## config.mk

```make
export PLATFORM = sky130hd
export DESIGN_NAME = pa_cal_mean_ctrl
export DESIGN_NICKNAME = d
export VERILOG_FILES = /design/src/rtl/pa_cal_mean_ctrl.sv
export SDC_FILE = /design/constraint.sdc
export NUM_CORES = 1
export LEC_CHECK = 0
export CELL_PAD_IN_SITES_DETAIL_PLACEMENT = 0
export CELL_PAD_IN_SITES_GLOBAL_PLACEMENT = 2
export CORE_MARGIN = 2
export CORE_UTILIZATION = 32
export CTS_BUF_LIST = sky130_fd_sc_hd__clkbuf_8
export CTS_CLUSTER_DIAMETER = 60
export DETAILED_ROUTE_END_ITERATION = 7
export PLACE_DENSITY = 0.93
export SYNTH_ARGS = -nofsm -noshare
export SYNTH_HDL_FRONTEND = slang
export SYNTH_SLANG_ARGS = --single-unit
```

## constraint.sdc

```tcl
create_clock -name i_clk -period 4 [get_ports i_clk]
set_input_delay 0.6 -clock i_clk [delete_from_list [all_inputs] [get_ports i_clk]]
set_output_delay 0.6 -clock i_clk [all_outputs]
set_load 0.02 [all_outputs]
```

## src/rtl/pa_cal_mean_ctrl.sv

```systemverilog
// pa_cal_mean_ctrl
// ----------------
// Sequencer for the mean-calculation path. It reads N words from the data
// RAM and streams them to the sum unit with start/valid/last framing. It
// then captures the returned sum and divides it by N with a restoring
// divider that produces one quotient bit per cycle, MSB first. The floor
// mean is presented together with a one-cycle done pulse.
//
// Ports
//   i_clk, i_rst_n    clock, asynchronous active-low reset
//   i_start           start request, sampled only in IDLE
//   i_num_elem        element count N (1..2^SIZE_ADDR), latched on start
//   o_rd_en/o_rd_addr RAM read strobe and address
//   i_rd_data         RAM read data, valid one cycle after o_rd_en
//   o_sum_start       one-cycle accumulator clear for the sum unit
//   o_sum_valid       o_sum_data valid this cycle
//   o_sum_data        element to accumulate (combinational pass of i_rd_data)
//   o_sum_last        marks the final element
//   i_sum/i_sum_done  accumulated sum and its completion flag
//   o_mean            floor(sum/N), held until the next completion
//   o_busy            high in every state except IDLE
//   o_done            one-cycle completion pulse
//   o_err             high with o_done when N was invalid
module pa_cal_mean_ctrl #(
  parameter int SIZE_DATA = 32,
  parameter int SIZE_ADDR = 10
) (
  input  logic                 i_clk,
  input  logic                 i_rst_n,
  input  logic                 i_start,
  input  logic [SIZE_ADDR:0]   i_num_elem,
  output logic                 o_rd_en,
  output logic [SIZE_ADDR-1:0] o_rd_addr,
  input  logic [SIZE_DATA-1:0] i_rd_data,
  output logic                 o_sum_start,
  output logic                 o_sum_valid,
  output logic [SIZE_DATA-1:0] o_sum_data,
  output logic                 o_sum_last,
  input  logic [SIZE_DATA-1:0] i_sum,
  input  logic                 i_sum_done,
  output logic [SIZE_DATA-1:0] o_mean,
  output logic                 o_busy,
  output logic                 o_done,
  output logic                 o_err
);

  localparam int CNT_W = $clog2(SIZE_DATA);
  localparam logic [SIZE_ADDR:0]   N_MAX    = {1'b1, {SIZE_ADDR{1'b0}}};
  localparam logic [SIZE_ADDR:0]   ONE_N    = 1;
  localparam logic [SIZE_ADDR-1:0] ONE_A    = 1;
  localparam logic [CNT_W-1:0]     ONE_C    = 1;
  localparam logic [CNT_W-1:0]     CNT_LAST = CNT_W'(SIZE_DATA - 1);

  typedef enum logic [2:0] {
    S_IDLE,
    S_CLEAR,
    S_READ,
    S_DRAIN,
    S_WAIT_SUM,
    S_DIV,
    S_DONE
  } state_t;

  state_t               state_q;
  logic [SIZE_ADDR:0]   n_q;
  logic [SIZE_ADDR-1:0] addr_q;
  logic                 rd_en_q;
  logic                 sum_start_q;
  logic                 sum_valid_q;
  logic                 sum_last_q;
  logic [SIZE_DATA-1:0] dvd_q;       // dividend, becomes the quotient as bits shift in
  logic [SIZE_DATA-1:0] rem_q;       // remainder, always < N so SIZE_DATA bits suffice
  logic [CNT_W-1:0]     cnt_q;
  logic [SIZE_DATA-1:0] mean_q;
  logic                 done_q;
  logic                 err_q;
  logic                 busy_q;
  logic                 err_flag_q;

  logic                 n_ok;
  logic                 last_addr;
  logic [SIZE_DATA:0]   divisor;
  logic [SIZE_DATA:0]   rem_shift;
  logic                 q_bit;
  logic [SIZE_DATA-1:0] rem_d;
  logic [SIZE_DATA-1:0] quo_d;

  assign n_ok      = (i_num_elem != '0) && (i_num_elem <= N_MAX);
  assign last_addr = ({1'b0, addr_q} == (n_q - ONE_N));

  // Restoring division step: shift the next dividend bit into the partial
  // remainder and subtract the divisor when it fits. The difference is
  // below the divisor, so the truncated subtraction is exact.
  always_comb begin
    divisor   = {{(SIZE_DATA - SIZE_ADDR){1'b0}}, n_q};
    rem_shift = {rem_q, dvd_q[SIZE_DATA-1]};
    q_bit     = (rem_shift >= divisor);
    rem_d     = rem_shift[SIZE_DATA-1:0];
    if (q_bit) begin
      rem_d = rem_shift[SIZE_DATA-1:0] - divisor[SIZE_DATA-1:0];
    end
    quo_d     = {dvd_q[SIZE_DATA-2:0], q_bit};
  end

  always_ff @(posedge i_clk or negedge i_rst_n) begin
    if (!i_rst_n) begin
      state_q     <= S_IDLE;
      n_q         <= '0;
      addr_q      <= '0;
      rd_en_q     <= 1'b0;
      sum_start_q <= 1'b0;
      sum_valid_q <= 1'b0;
      sum_last_q  <= 1'b0;
      dvd_q       <= '0;
      rem_q       <= '0;
      cnt_q       <= '0;
      mean_q      <= '0;
      done_q      <= 1'b0;
      err_q       <= 1'b0;
      busy_q      <= 1'b0;
      err_flag_q  <= 1'b0;
    end else begin
      // Framing stage: valid/last follow the read strobe by the RAM latency.
      sum_valid_q <= rd_en_q;
      sum_last_q  <= rd_en_q & last_addr;
      sum_start_q <= 1'b0;
      done_q      <= 1'b0;
      err_q       <= 1'b0;

      case (state_q)
        S_IDLE: begin
          if (i_start) begin
            n_q    <= i_num_elem;
            busy_q <= 1'b1;
            if (n_ok) begin
              err_flag_q  <= 1'b0;
              addr_q      <= '0;
              sum_start_q <= 1'b1;
              state_q     <= S_CLEAR;
            end else begin
              // Invalid N reports straight away with a zero mean.
              err_flag_q <= 1'b1;
              mean_q     <= '0;
              done_q     <= 1'b1;
              err_q      <= 1'b1;
              state_q    <= S_DONE;
            end
          end
        end

        S_CLEAR: begin
          rd_en_q <= 1'b1;
          addr_q  <= '0;
          state_q <= S_READ;
        end

        S_READ: begin
          if (last_addr) begin
            rd_en_q <= 1'b0;
            state_q <= S_DRAIN;
          end else begin
            addr_q <= addr_q + ONE_A;
          end
        end

        // The last element is on the bus while the state sits in DRAIN.
        S_DRAIN: begin
          state_q <= S_WAIT_SUM;
        end

        S_WAIT_SUM: begin
          if (i_sum_done) begin
            dvd_q   <= i_sum;
            rem_q   <= '0;
            cnt_q   <= '0;
            state_q <= S_DIV;
          end
        end

        S_DIV: begin
          dvd_q <= quo_d;
          rem_q <= rem_d;
          cnt_q <= cnt_q + ONE_C;
          if (cnt_q == CNT_LAST) begin
            // Final quotient bit is folded in as the mean is loaded, so
            // o_mean is valid in the same cycle as o_done.
            mean_q  <= err_flag_q ? '0 : quo_d;
            done_q  <= 1'b1;
            err_q   <= err_flag_q;
            state_q <= S_DONE;
          end
        end

        S_DONE: begin
          busy_q  <= 1'b0;
          state_q <= S_IDLE;
        end

        default: begin
          busy_q  <= 1'b0;
          state_q <= S_IDLE;
        end
      endcase
    end
  end

  assign o_rd_en     = rd_en_q;
  assign o_rd_addr   = addr_q;
  assign o_sum_start = sum_start_q;
  assign o_sum_valid = sum_valid_q;
  assign o_sum_data  = i_rd_data;
  assign o_sum_last  = sum_last_q;
  assign o_mean      = mean_q;
  assign o_busy      = busy_q;
  assign o_done      = done_q;
  assign o_err       = err_q;

endmodule

```

==> flow_summary.toml <==
[placed_design]
portBuffers = 95
dp_slack_ns = 0.609
globalplace.congestion = 0.766
hpwl_um = 11500

[setup_path]
start_kind = "register"
critPathMaxFanout = 7
endpoint_kind = "register"
required_ns = 4.33
arrival_ns = 3.71
critical_path_class = "reg2reg"

[sta]
slew_headroom_pct = 33.5
finalSetupViolCount = 0
max_clock_freq_mhz = 296
finClkSkew_ns = 0.0145
period_share_pct = 84.5
rsz0062_at_grt = "false"
drv_slew = 0
worst_slew_pin_slew_ns = 0.997
period_needed_ns = 3.38
setup_slack_ns = 0.622
hold_violations = 0
fin_setup_tns_ns = 0

[clock_network]
cts_tree = "yes"
post_cts_buffers = 0
cts_resized = 0
cts.path.max_buffers = 2
clkTransAtPathRegs_ns = 0.08
cts_made_buffers = 17
cts.sinks = 133
hold_buffers = 0
cts-root-buf = "clkbuf_8"
clk-insertion-delay-late_ns = 0.44
h-tree-depth = 4

[floorplanning]
num_io_pins = 160
die_h_um = 154
core-area_mm2 = 0.0220
die_x_um = 154
fp.dieArea_mm2 = 0.0237
initial_core_util_pct = 32.8
rows = 54

[status]
status = "finished clean"

[logic_synthesis]
synth_fp_nets = 852
seq_area_frac_synth_pct = 46.2
synth_area_per_cell_um2 = 9.52
ys.flop_type = "dfrtp_1"
synth_area_mm2 = 0.00720
synth_edf_count = 0
yosysWarnings = 0
ys_ff_latch = 133
syn-instance-count = 757
async_flop_share_pct = 100
ys_types = 61

[drt]
drt-total-wl_um = 17300
vias = 5642
drt_iter0_markers = 277
drtAntennaViolNets = 0
dr.pass1.iters = 4
wl_per_cell_um = 15.7
via_per_inst = 5.13
drc_errors = 0

[job]
max_cap_violations = 0

[global_route]
grt_util_all_layers_pct = 15.1
grt_pass1_vias = 5697
grt_pass1_wl_um = 29300
antenna_found_initial = 0
grt_max_degree = 105
grt-ovfl-total = 0

[pwr]
finalPower_mw = 6.31
p_leak_nw = 3.73
vdd_drop_max_mv = 0.274
power_density_mw_per_mm2 = 730

[layout]
antenna_cells = 0
final_util_pct = 39.3
area_growth_pct = 19.9
nets = 902
drive_gt1_share_pct = 6.71

[worst_hold_path]
hold_class = "in2async"
-- layout make-up --
class,instances,area [µm²]
Fill cell,2154,13300
Multi-Input combinational cell,526,3410
Sequential cell,133,3330
Timing Repair Buffer,108,1060
Tap cell,280,350
Clock buffer,18,248
Clock inverter,14,161
Inverter,21,78.8
-- where the power goes --
part	internal, mW	total, mW	switching, mW
combinational	1.22	2.91	1.69
sequential	1.76	2.21	0.453
clock	0.630	1.19	0.556
total	3.61	6.31	2.70
-- cells in the final DEF (no fill, tap or decap), types with 4 or more instances in the layout --
master	count
dfrtp_1	133
nand2_1	95
clkdlybuf4s50_1	94
o21ai_0	57
nand3_1	49
mux2i_1	37
a22o_1	36
nor2_1	33
inv_1	23
clkbuf_8	18
xnor2_1	17
nor3_1	17
ha_1	15
nand4_1	14
xor2_1	12
a21oi_1	12
buf_4	12
nand2b_1	10
o21ai_1	10
or3_1	9
a31o_1	9
or4_1	8
a32oi_1	8
nor4_1	7
a31oi_1	6
and3_1	5
o21a_1	5
nor2b_1	4
clkinv_4	4
clkinv_2	4
-- stage by stage --
| step | instance area (µm²) | std cells | hold WS, ns |
|---|---|---|---|
| after floorplan | 7200 | 757 | 0.304 |
| after detailed placement | 8230 | 1068 | 0.458 |
| after global placement | 8230 | 1068 | 0.452 |
| after global routing | 8640 | 1100 | 0.338 |
| final | 8640 | 1100 | 0.238 |
| after CTS | 8640 | 1100 | 0.305 |
-- state kept, by name, summed over array words and instances, names as in the netlist --
| name | count |
|---|---|
| o_err | 1 |
| o_mean | 32 |
| rem_q | 32 |
| dvd_q | 32 |
| state_q | 3 |
| err_flag_q | 1 |
| cnt_q | 5 |
| o_sum_start | 1 |
| n_q | 11 |
| o_done | 1 |
| o_rd_addr | 10 |
| o_busy | 1 |
| o_sum_last | 1 |
| o_rd_en | 1 |
| o_sum_valid | 1 |
-- critical path, cell delays in order (launching register included) --
cell,delay [ns]
dfrtp_1,0.39
inv_1,0.08
ha_1,0.38
nand2_1,0.10
or4_1,0.47
nor4_1,0.51
nor4b_4,0.11
nor2b_1,0.44
nand2_1,0.21
o311a_1,0.33
a221o_1,0.25
-- cell families (layout without fill, tap and decap cells) --
logic type | count (synthesis) | in the layout | synth area share [%]
xor+xnor | 29 | 29 | 3.53
flops | 133 | 133 | 46.2
buf+inv | 98 | 161 | 6.84
simple gates | 270 | 270 | 18.8
fa+ha+maj | 16 | 16 | 2.88
mux | 37 | 37 | 5.14
compound gates | 174 | 174 | 16.6
-- metal layers --
| metal | vias to the layer above | part of all wire (%) | global-route usage, % |
|---|---|---|---|
| met3 | 9 | 3.6 | 3.24 |
| met1 | 2737 | 48 | 20.1 |
| li1 | 2803 | - | - |
| met5 | - | 0 | 0 |
| met2 | 93 | 47 | 24.9 |
| met4 | 0 | 0.75 | 4.14 |
-- final timing paths --
path / to / depth (start not counted) / slack, ns / from
hold reg to reg: o_sum_valid$_DFF_PN0_ / 0 / 0.48 / o_rd_en$_DFFE_PN0P_
min in group i_clk: o_sum_valid$_DFF_PN0_ / 0 / 0.48 / o_rd_en$_DFFE_PN0P_
hold / removal: o_rd_addr[4]$_DFFE_PN0P_ / 1 / 0.24 / i_rst_n
max in group asynchronous: dvd_q[18]$_DFFE_PN0P_ / 2 / 2.83 / i_rst_n
setup reg to reg: rem_q[27]$_DFFE_PN0P_ / 10 / 0.62 / n_q[9]$_DFFE_PN0P_
setup / recovery: rem_q[27]$_DFFE_PN0P_ / 10 / 0.62 / n_q[9]$_DFFE_PN0P_
-- Yosys cell counts, drive strengths merged (2+ instances only) --
library cell  number  share of area (%)
o21bai             3               0.31
inv               21                1.1
o21a               5               0.52
a31o               9                1.1
a21oi             12               0.83
mux2i             37                5.1
or4                9               0.99
nand2             95                5.0
nor4               8               0.78
nor3              19                1.4
dfrtp            133                 46
o21ai             68                4.7
nand2b            10               0.87
a31oi              6               0.52
nand3b             3               0.31
clkbuf            37                1.9
xnor2             17                2.1
a32oi              8               0.97
nor3b              3               0.31
o211ai             2               0.21
a22o              36                4.4
and2               2               0.17
a221o              3               0.42
nor4b              2               0.45
nor2              33                1.7
buf               40                3.8
a211oi             3               0.31
or3                9               0.78
a21o               2               0.21
a21boi             2               0.21
xor2              12                1.5
nor2b              5               0.54
nand3             49                3.4
o311ai             3               0.36
o31ai              3               0.31
and3               5               0.43
ha                15                2.6
nand4             14                1.2
Power figures use the tool's default switching activity.
